<file path="src/rtl/nand_cpu_pkg.sv">
// nand_cpu_pkg: shared opcode constants, fetch-state encoding and helpers
// used by the instruction fetch path.
package nand_cpu_pkg;

    // Instruction byte width delivered by the instruction memory.
    localparam int INSTR_W = 8;

    // Upper nibble that identifies the HLT opcode (1111xxxx).
    localparam logic [3:0] HLT_PREFIX = 4'b1111;

    // Fetch controller states.
    typedef enum logic [1:0] {
        FETCH_IDLE   = 2'd0,
        FETCH_WAIT   = 2'd1,
        FETCH_HALTED = 2'd2
    } fetch_state_e;

    // True when the instruction byte is a HLT opcode.
    function automatic logic is_hlt(input logic [INSTR_W-1:0] instr);
        return (instr[INSTR_W-1 -: 4] == HLT_PREFIX);
    endfunction

endpackage

</file>
<file path="src/rtl/fetch_fifo.sv">
// fetch_fifo: two-entry response buffer for the fetch unit. Supports push,
// pop, simultaneous push+pop when full, and a flush that empties it in one
// cycle (flush wins over push/pop).
module fetch_fifo #(
    parameter int DATA_W = 16
) (
    input  logic              clk,
    input  logic              rst,
    input  logic              push,
    input  logic              pop,
    input  logic              flush,
    input  logic [DATA_W-1:0] push_data,
    output logic [DATA_W-1:0] head_data,
    output logic              full,
    output logic              empty
);

    logic [DATA_W-1:0] mem_r [2];
    logic              rd_ptr_r;
    logic              wr_ptr_r;
    logic [1:0]        count_r;
    logic              do_pop_s;
    logic              do_push_s;

    // Qualify handshakes: pop only when data exists, push when space exists
    // or the head leaves in the same cycle.
    always_comb begin
        do_pop_s  = pop && (count_r != 2'd0);
        do_push_s = push && ((count_r != 2'd2) || do_pop_s);
        full      = (count_r == 2'd2);
        empty     = (count_r == 2'd0);
        head_data = mem_r[rd_ptr_r];
    end

    // Storage, pointers and occupancy.
    always_ff @(posedge clk) begin
        if (rst) begin
            mem_r[0] <= {DATA_W{1'b0}};
            mem_r[1] <= {DATA_W{1'b0}};
            rd_ptr_r <= 1'b0;
            wr_ptr_r <= 1'b0;
            count_r  <= 2'd0;
        end else if (flush) begin
            rd_ptr_r <= 1'b0;
            wr_ptr_r <= 1'b0;
            count_r  <= 2'd0;
        end else begin
            if (do_push_s) begin
                mem_r[wr_ptr_r] <= push_data;
                wr_ptr_r        <= ~wr_ptr_r;
            end
            if (do_pop_s) begin
                rd_ptr_r <= ~rd_ptr_r;
            end
            case ({do_push_s, do_pop_s})
                2'b10:   count_r <= count_r + 2'd1;
                2'b01:   count_r <= count_r - 2'd1;
                default: count_r <= count_r;
            endcase
        end
    end

endmodule

</file>
<file path="src/rtl/fetch_unit.sv">
// fetch_unit: single-outstanding instruction fetcher feeding a 2-entry
// {instr, pc} buffer toward the decoder. Redirects flush the buffer and
// retire any in-flight response through a 1-bit epoch tag.
// Build option: FETCH_HALT_STOP_EN -- when defined, a delivered HLT opcode
// (1111xxxx) parks the fetcher in HALTED until the next redirect.
module fetch_unit
    import nand_cpu_pkg::*;
#(
    parameter int              PC_W     = 8,
    parameter logic [PC_W-1:0] RESET_PC = {PC_W{1'b0}}
) (
    input  logic            clk,
    input  logic            rst,
    output logic            imem_req,
    output logic [PC_W-1:0] imem_addr,
    input  logic            imem_gnt,
    input  logic            imem_rvalid,
    input  logic [7:0]      imem_rdata,
    input  logic            redirect,
    input  logic [PC_W-1:0] redirect_pc,
    input  logic            stall,
    output logic            out_valid,
    output logic [7:0]      out_instr,
    output logic [PC_W-1:0] out_pc
);

    localparam int         ENT_W   = INSTR_W + PC_W;
    localparam logic [1:0] ST_IDLE = FETCH_IDLE;
    localparam logic [1:0] ST_WAIT = FETCH_WAIT;
`ifdef FETCH_HALT_STOP_EN
    localparam logic [1:0] ST_HALTED = FETCH_HALTED;
`endif

    logic [1:0]       state_r;
    logic [1:0]       state_nx_s;
    logic [PC_W-1:0]  fetch_pc_r;
    logic [PC_W-1:0]  req_pc_r;
    logic             epoch_r;
    logic             req_epoch_r;
    logic             outstanding_s;
    logic             grant_s;
    logic             resp_s;
    logic             push_s;
    logic             pop_s;
    logic             fifo_full_s;
    logic             fifo_empty_s;
    logic [ENT_W-1:0] head_s;
`ifdef FETCH_HALT_STOP_EN
    logic             halt_s;
`endif

    assign imem_addr = fetch_pc_r;

    // Request gating, response qualification and decoder handshake.
    always_comb begin
        outstanding_s = (state_r == ST_WAIT);
        imem_req      = !rst && (state_r == ST_IDLE) && !fifo_full_s && !redirect;
        grant_s       = imem_req && imem_gnt;
        resp_s        = imem_rvalid && outstanding_s;
        push_s        = resp_s && (req_epoch_r == epoch_r) && !redirect;
        out_valid     = !fifo_empty_s;
        pop_s         = out_valid && !stall;
`ifdef FETCH_HALT_STOP_EN
        halt_s        = push_s && is_hlt(imem_rdata);
`endif
        if (out_valid) begin
            out_instr = head_s[ENT_W-1 -: 8];
            out_pc    = head_s[PC_W-1:0];
        end else begin
            out_instr = 8'h00;
            out_pc    = {PC_W{1'b0}};
        end
    end

    // Fetch state transitions; a redirect in WAIT keeps waiting for the stale reply.
    always_comb begin
        state_nx_s = state_r;
        case (state_r)
            ST_IDLE: begin
                if (grant_s) begin
                    state_nx_s = ST_WAIT;
                end else begin
                    state_nx_s = ST_IDLE;
                end
            end
            ST_WAIT: begin
                if (resp_s) begin
`ifdef FETCH_HALT_STOP_EN
                    if (halt_s) begin
                        state_nx_s = ST_HALTED;
                    end else begin
                        state_nx_s = ST_IDLE;
                    end
`else
                    state_nx_s = ST_IDLE;
`endif
                end else begin
                    state_nx_s = ST_WAIT;
                end
            end
`ifdef FETCH_HALT_STOP_EN
            ST_HALTED: begin
                if (redirect) begin
                    state_nx_s = ST_IDLE;
                end else begin
                    state_nx_s = ST_HALTED;
                end
            end
`endif
            default: state_nx_s = ST_IDLE;
        endcase
    end

    // State, fetch PC and epoch bookkeeping. On redirect the in-flight tag is
    // forced to the retiring epoch so back-to-back redirects cannot revive it.
    always_ff @(posedge clk) begin
        if (rst) begin
            state_r     <= ST_IDLE;
            fetch_pc_r  <= RESET_PC;
            req_pc_r    <= {PC_W{1'b0}};
            epoch_r     <= 1'b0;
            req_epoch_r <= 1'b0;
        end else begin
            state_r <= state_nx_s;
            if (redirect) begin
                fetch_pc_r  <= redirect_pc;
                epoch_r     <= ~epoch_r;
                req_epoch_r <= epoch_r;
            end else if (grant_s) begin
                fetch_pc_r  <= fetch_pc_r + PC_W'(1);
                req_pc_r    <= fetch_pc_r;
                req_epoch_r <= epoch_r;
            end else begin
                fetch_pc_r  <= fetch_pc_r;
                req_epoch_r <= req_epoch_r;
            end
        end
    end

    fetch_fifo #(
        .DATA_W (ENT_W)
    ) u_fifo (
        .clk       (clk),
        .rst       (rst),
        .push      (push_s),
        .pop       (pop_s),
        .flush     (redirect),
        .push_data ({imem_rdata, req_pc_r}),
        .head_data (head_s),
        .full      (fifo_full_s),
        .empty     (fifo_empty_s)
    );

endmodule
</file>
<file path="config.mk">
export PLATFORM = sky130hd
export DESIGN_NAME = fetch_unit
export DESIGN_NICKNAME = d
export VERILOG_FILES = /design/src/rtl/nand_cpu_pkg.sv /design/src/rtl/fetch_fifo.sv /design/src/rtl/fetch_unit.sv
export SDC_FILE = /design/constraint.sdc
export NUM_CORES = 1
export LEC_CHECK = 0
export CORE_MARGIN = 2
export CORE_UTILIZATION = 60
export DETAILED_ROUTE_END_ITERATION = 8
export DONT_BUFFER_PORTS = 1
export GPL_TIMING_DRIVEN = 0
export PLACE_DENSITY = 0.76
export RECOVER_POWER = 50
export SYNTH_ARGS = -nofsm -noshare
export SYNTH_HDL_FRONTEND = slang
export SYNTH_SLANG_ARGS = --single-unit
</file>
<file path="constraint.sdc">
create_clock -name clk -period 3.5 [get_ports clk]
set_input_delay 0.7 -clock clk [delete_from_list [all_inputs] [get_ports clk]]
set_output_delay 0.7 -clock clk [all_outputs]
set_load 0.005 [all_outputs]
</file>
==> metrics.yaml <==
fp.dieH_um: 69.2
synth_nets: 250
worstPathRequired_ps: 2800
reg2reg_to: "u_fifo.mem_r[0][1]$_SDFFCE_PN0P_"
hold_start: "rst"
core_mm2: 0.00406
grt_pass1_wl_um: 8550
r2r_cells: 4
gr-total-overflow: 0
clock_sinks: 56
fin_ws_ps: 1080
num_io_pins: 48
crit_type: "reg -> out"
dr.pass1.iters: 4
cts_tree: "yes"
grt_pass1_vias: 1744
yosys_warnings: 0
route.vias.total: 1690
clockBufferDepth: 2
fmax_mhz: 414
antenna_found_initial: 0
ys.flop_type: "edfxtp_1"
path_clk_slew_ps: 100
synth_seq_area_share: 0.564
critical-path-max-stage-delay_ps: 390
area_growth_pct: 5.29
ff2ff_setup_slack_ps: 1250
drc: 0
power.density_mw_per_mm2: 435
io_buffers: 0
rsz0062_at_grt: "false"
crit_chain: "clkbuf_1 -> buf_2 -> mux2i_1 -> nor2_1"
numCtsBuffers: 5
setup.worst_path.end_class: "primary output"
grt_use_total: 0.225
synthesis.instances: 226
drv_slew: 0
initial_core_util: 0.629
drt_iter0_markers: 113
root_buffer: "clkbuf_8"
final-setup-viol-count: 0
p_leak_uw: 0.000958
clk_latency_ps: 310
cts_setup_buffers: 0
synth-seq-cells: 56
max_slew_margin: 0.423
syn_area_mm2: 0.00255
synth_cell_types: 43
cts.repair.resized: 0
n_antenna_cell: 0
syn_area_per_cell_um2: 11.3
dieArea_mm2: 0.00479
synth_edf_count: 32
status: "complete, no violations"
crit_end: "out_pc[4]"
final_antenna_net_count: 0
r2r_start: "u_fifo.count_r[0]$_SDFFE_PP0P_"
cap_violations: 0
layout-drive-gt1-share: 0.0470
cts_hold_buffers: 0
skew_ps: 12.3
hpwl_um: 3680
hp-class: "in -> reg"
final_cell_mix: "nor2_1 (39), edfxtp_1 (32), mux2i_1 (25), dfxtp_1 (24), and3_1 (16)"
final.min_clock_period_ps: 2420
worstMarginPinSlew_ps: 864
crit_arrival_ps: 1720
rows: 23
async_flop_share: 0
place_congestion: 0.867
slowest_stage: "buf_2"
vdd_drop_max_v: 0.000219
tns_ps: 0
dp_slack_ps: 882
grt_max_degree: 18
vias_per_cell: 5.95
cts_max_level: 2
wire_per_inst_um: 17.8
final_nets: 257
hold_violations: 0
fin_crit_sh: 0.691
final_common_cell: "nor2_1"
wl_um: 5050
fp.dieW_um: 69.2
start_kind: "flop"
cp_max_fo: 10
==> cells by family after synthesis <==
group	count (synthesis)	synth area share
AND/OR/NAND/NOR	97	0.205
buffers and inverters	16	0.0269
AO/OA/AOI/OAI	21	0.0652
adder cells (fa/ha/maj)	2	0.00980
XOR/XNOR	9	0.0309
multiplexers	25	0.0980
flip-flops	56	0.564
==> routing by layer <==
layer  wire [µm]  up-vias  share of wire  track usage
met3         301        4          0.060       0.0712
met2        2680       42           0.53        0.382
met5           0        -              0            0
met1        2040      825           0.40        0.271
met4          33        0         0.0065       0.0741
li1            -      819              -            -
==> cells in the mapped netlist (2+ instances only) <==
cell	instances	area share
nor2_1	39	0.057
edfxtp_1	32	0.38
mux2i_1	25	0.098
dfxtp_1	24	0.19
and2_1	16	0.039
and3_1	16	0.039
clkbuf_1	9	0.013
nand2_1	5	0.0074
xnor2_1	5	0.017
a211oi_1	4	0.012
a21oi_1	4	0.0078
inv_1	4	0.0059
nand3_1	4	0.0078
xor2_1	4	0.014
a311oi_1	2	0.0069
buf_4	2	0.0059
ha_1	2	0.0098
nand2b_1	2	0.0049
nor3_1	2	0.0039
o21ai_0	2	0.0039
==> metrics by stage <==
step | hold WS, ps | std cells | utilization | instance area, µm² | power (µW)
final | 452 | 284 | 0.663 | 2690 | 1170
after global routing | 431 | 284 | 0.663 | 2690 | 1220
after detailed placement | 504 | 276 | 0.646 | 2620 | 815
after global placement | 488 | 276 | 0.645 | 2620 | 810
after floorplan | 466 | 226 | - | 2550 | 796
after CTS | 439 | 284 | 0.670 | 2720 | 1180
==> state kept, by name (all words and copies together), names as in the netlist, named ones only <==
signal	count
epoch_r	1
u_fifo.mem_r	32
req_epoch_r	1
state_r	1
u_fifo.rd_ptr_r	1
u_fifo.wr_ptr_r	1
u_fifo.count_r	2
req_pc_r	8
imem_addr	8
==> area by class of cell <==
class,count,area (µm²)
inverters,4,15.0
flip-flops and latches,56,1440
multi-input cells,154,1030
plain buffers,12,46.3
fillers,347,1370
clock buffers,6,82.6
well taps,50,62.6
clock inverters,2,15.0
==> report_power, final <==
part	internal [µW]	total [µW]	leakage, µW	switching (µW)
Sequential	717	738	0.000526	20.1
Combinational	23.0	60.3	0.000388	37.2
Clock	161	371	0.0000434	210
==> critical path: cells and delay by family, from the launching register on <==
family                 cells  cell delay [ps]
buffers and inverters      2              760
multiplexers               1              260
AND/OR/NAND/NOR            1               80
flip-flops                 1              320
==> how the worst min path moves through the flow <==
stage | endpoint | slack [ps] | depth (start not counted)
final | imem_addr[7]$_SDFFE_PP0P_ | 450 | 1
after global placement | req_pc_r[6]$_SDFFE_PP0P_ | 490 | 2
after detailed placement | u_fifo.rd_ptr_r$_SDFFE_PP0P_ | 500 | 2
after CTS | imem_addr[7]$_SDFFE_PP0P_ | 440 | 1
after global routing | imem_addr[7]$_SDFFE_PP0P_ | 430 | 1
after floorplan | req_pc_r[1]$_SDFFE_PP0P_ | 470 | 2
(Power assumes the default switching activity.)
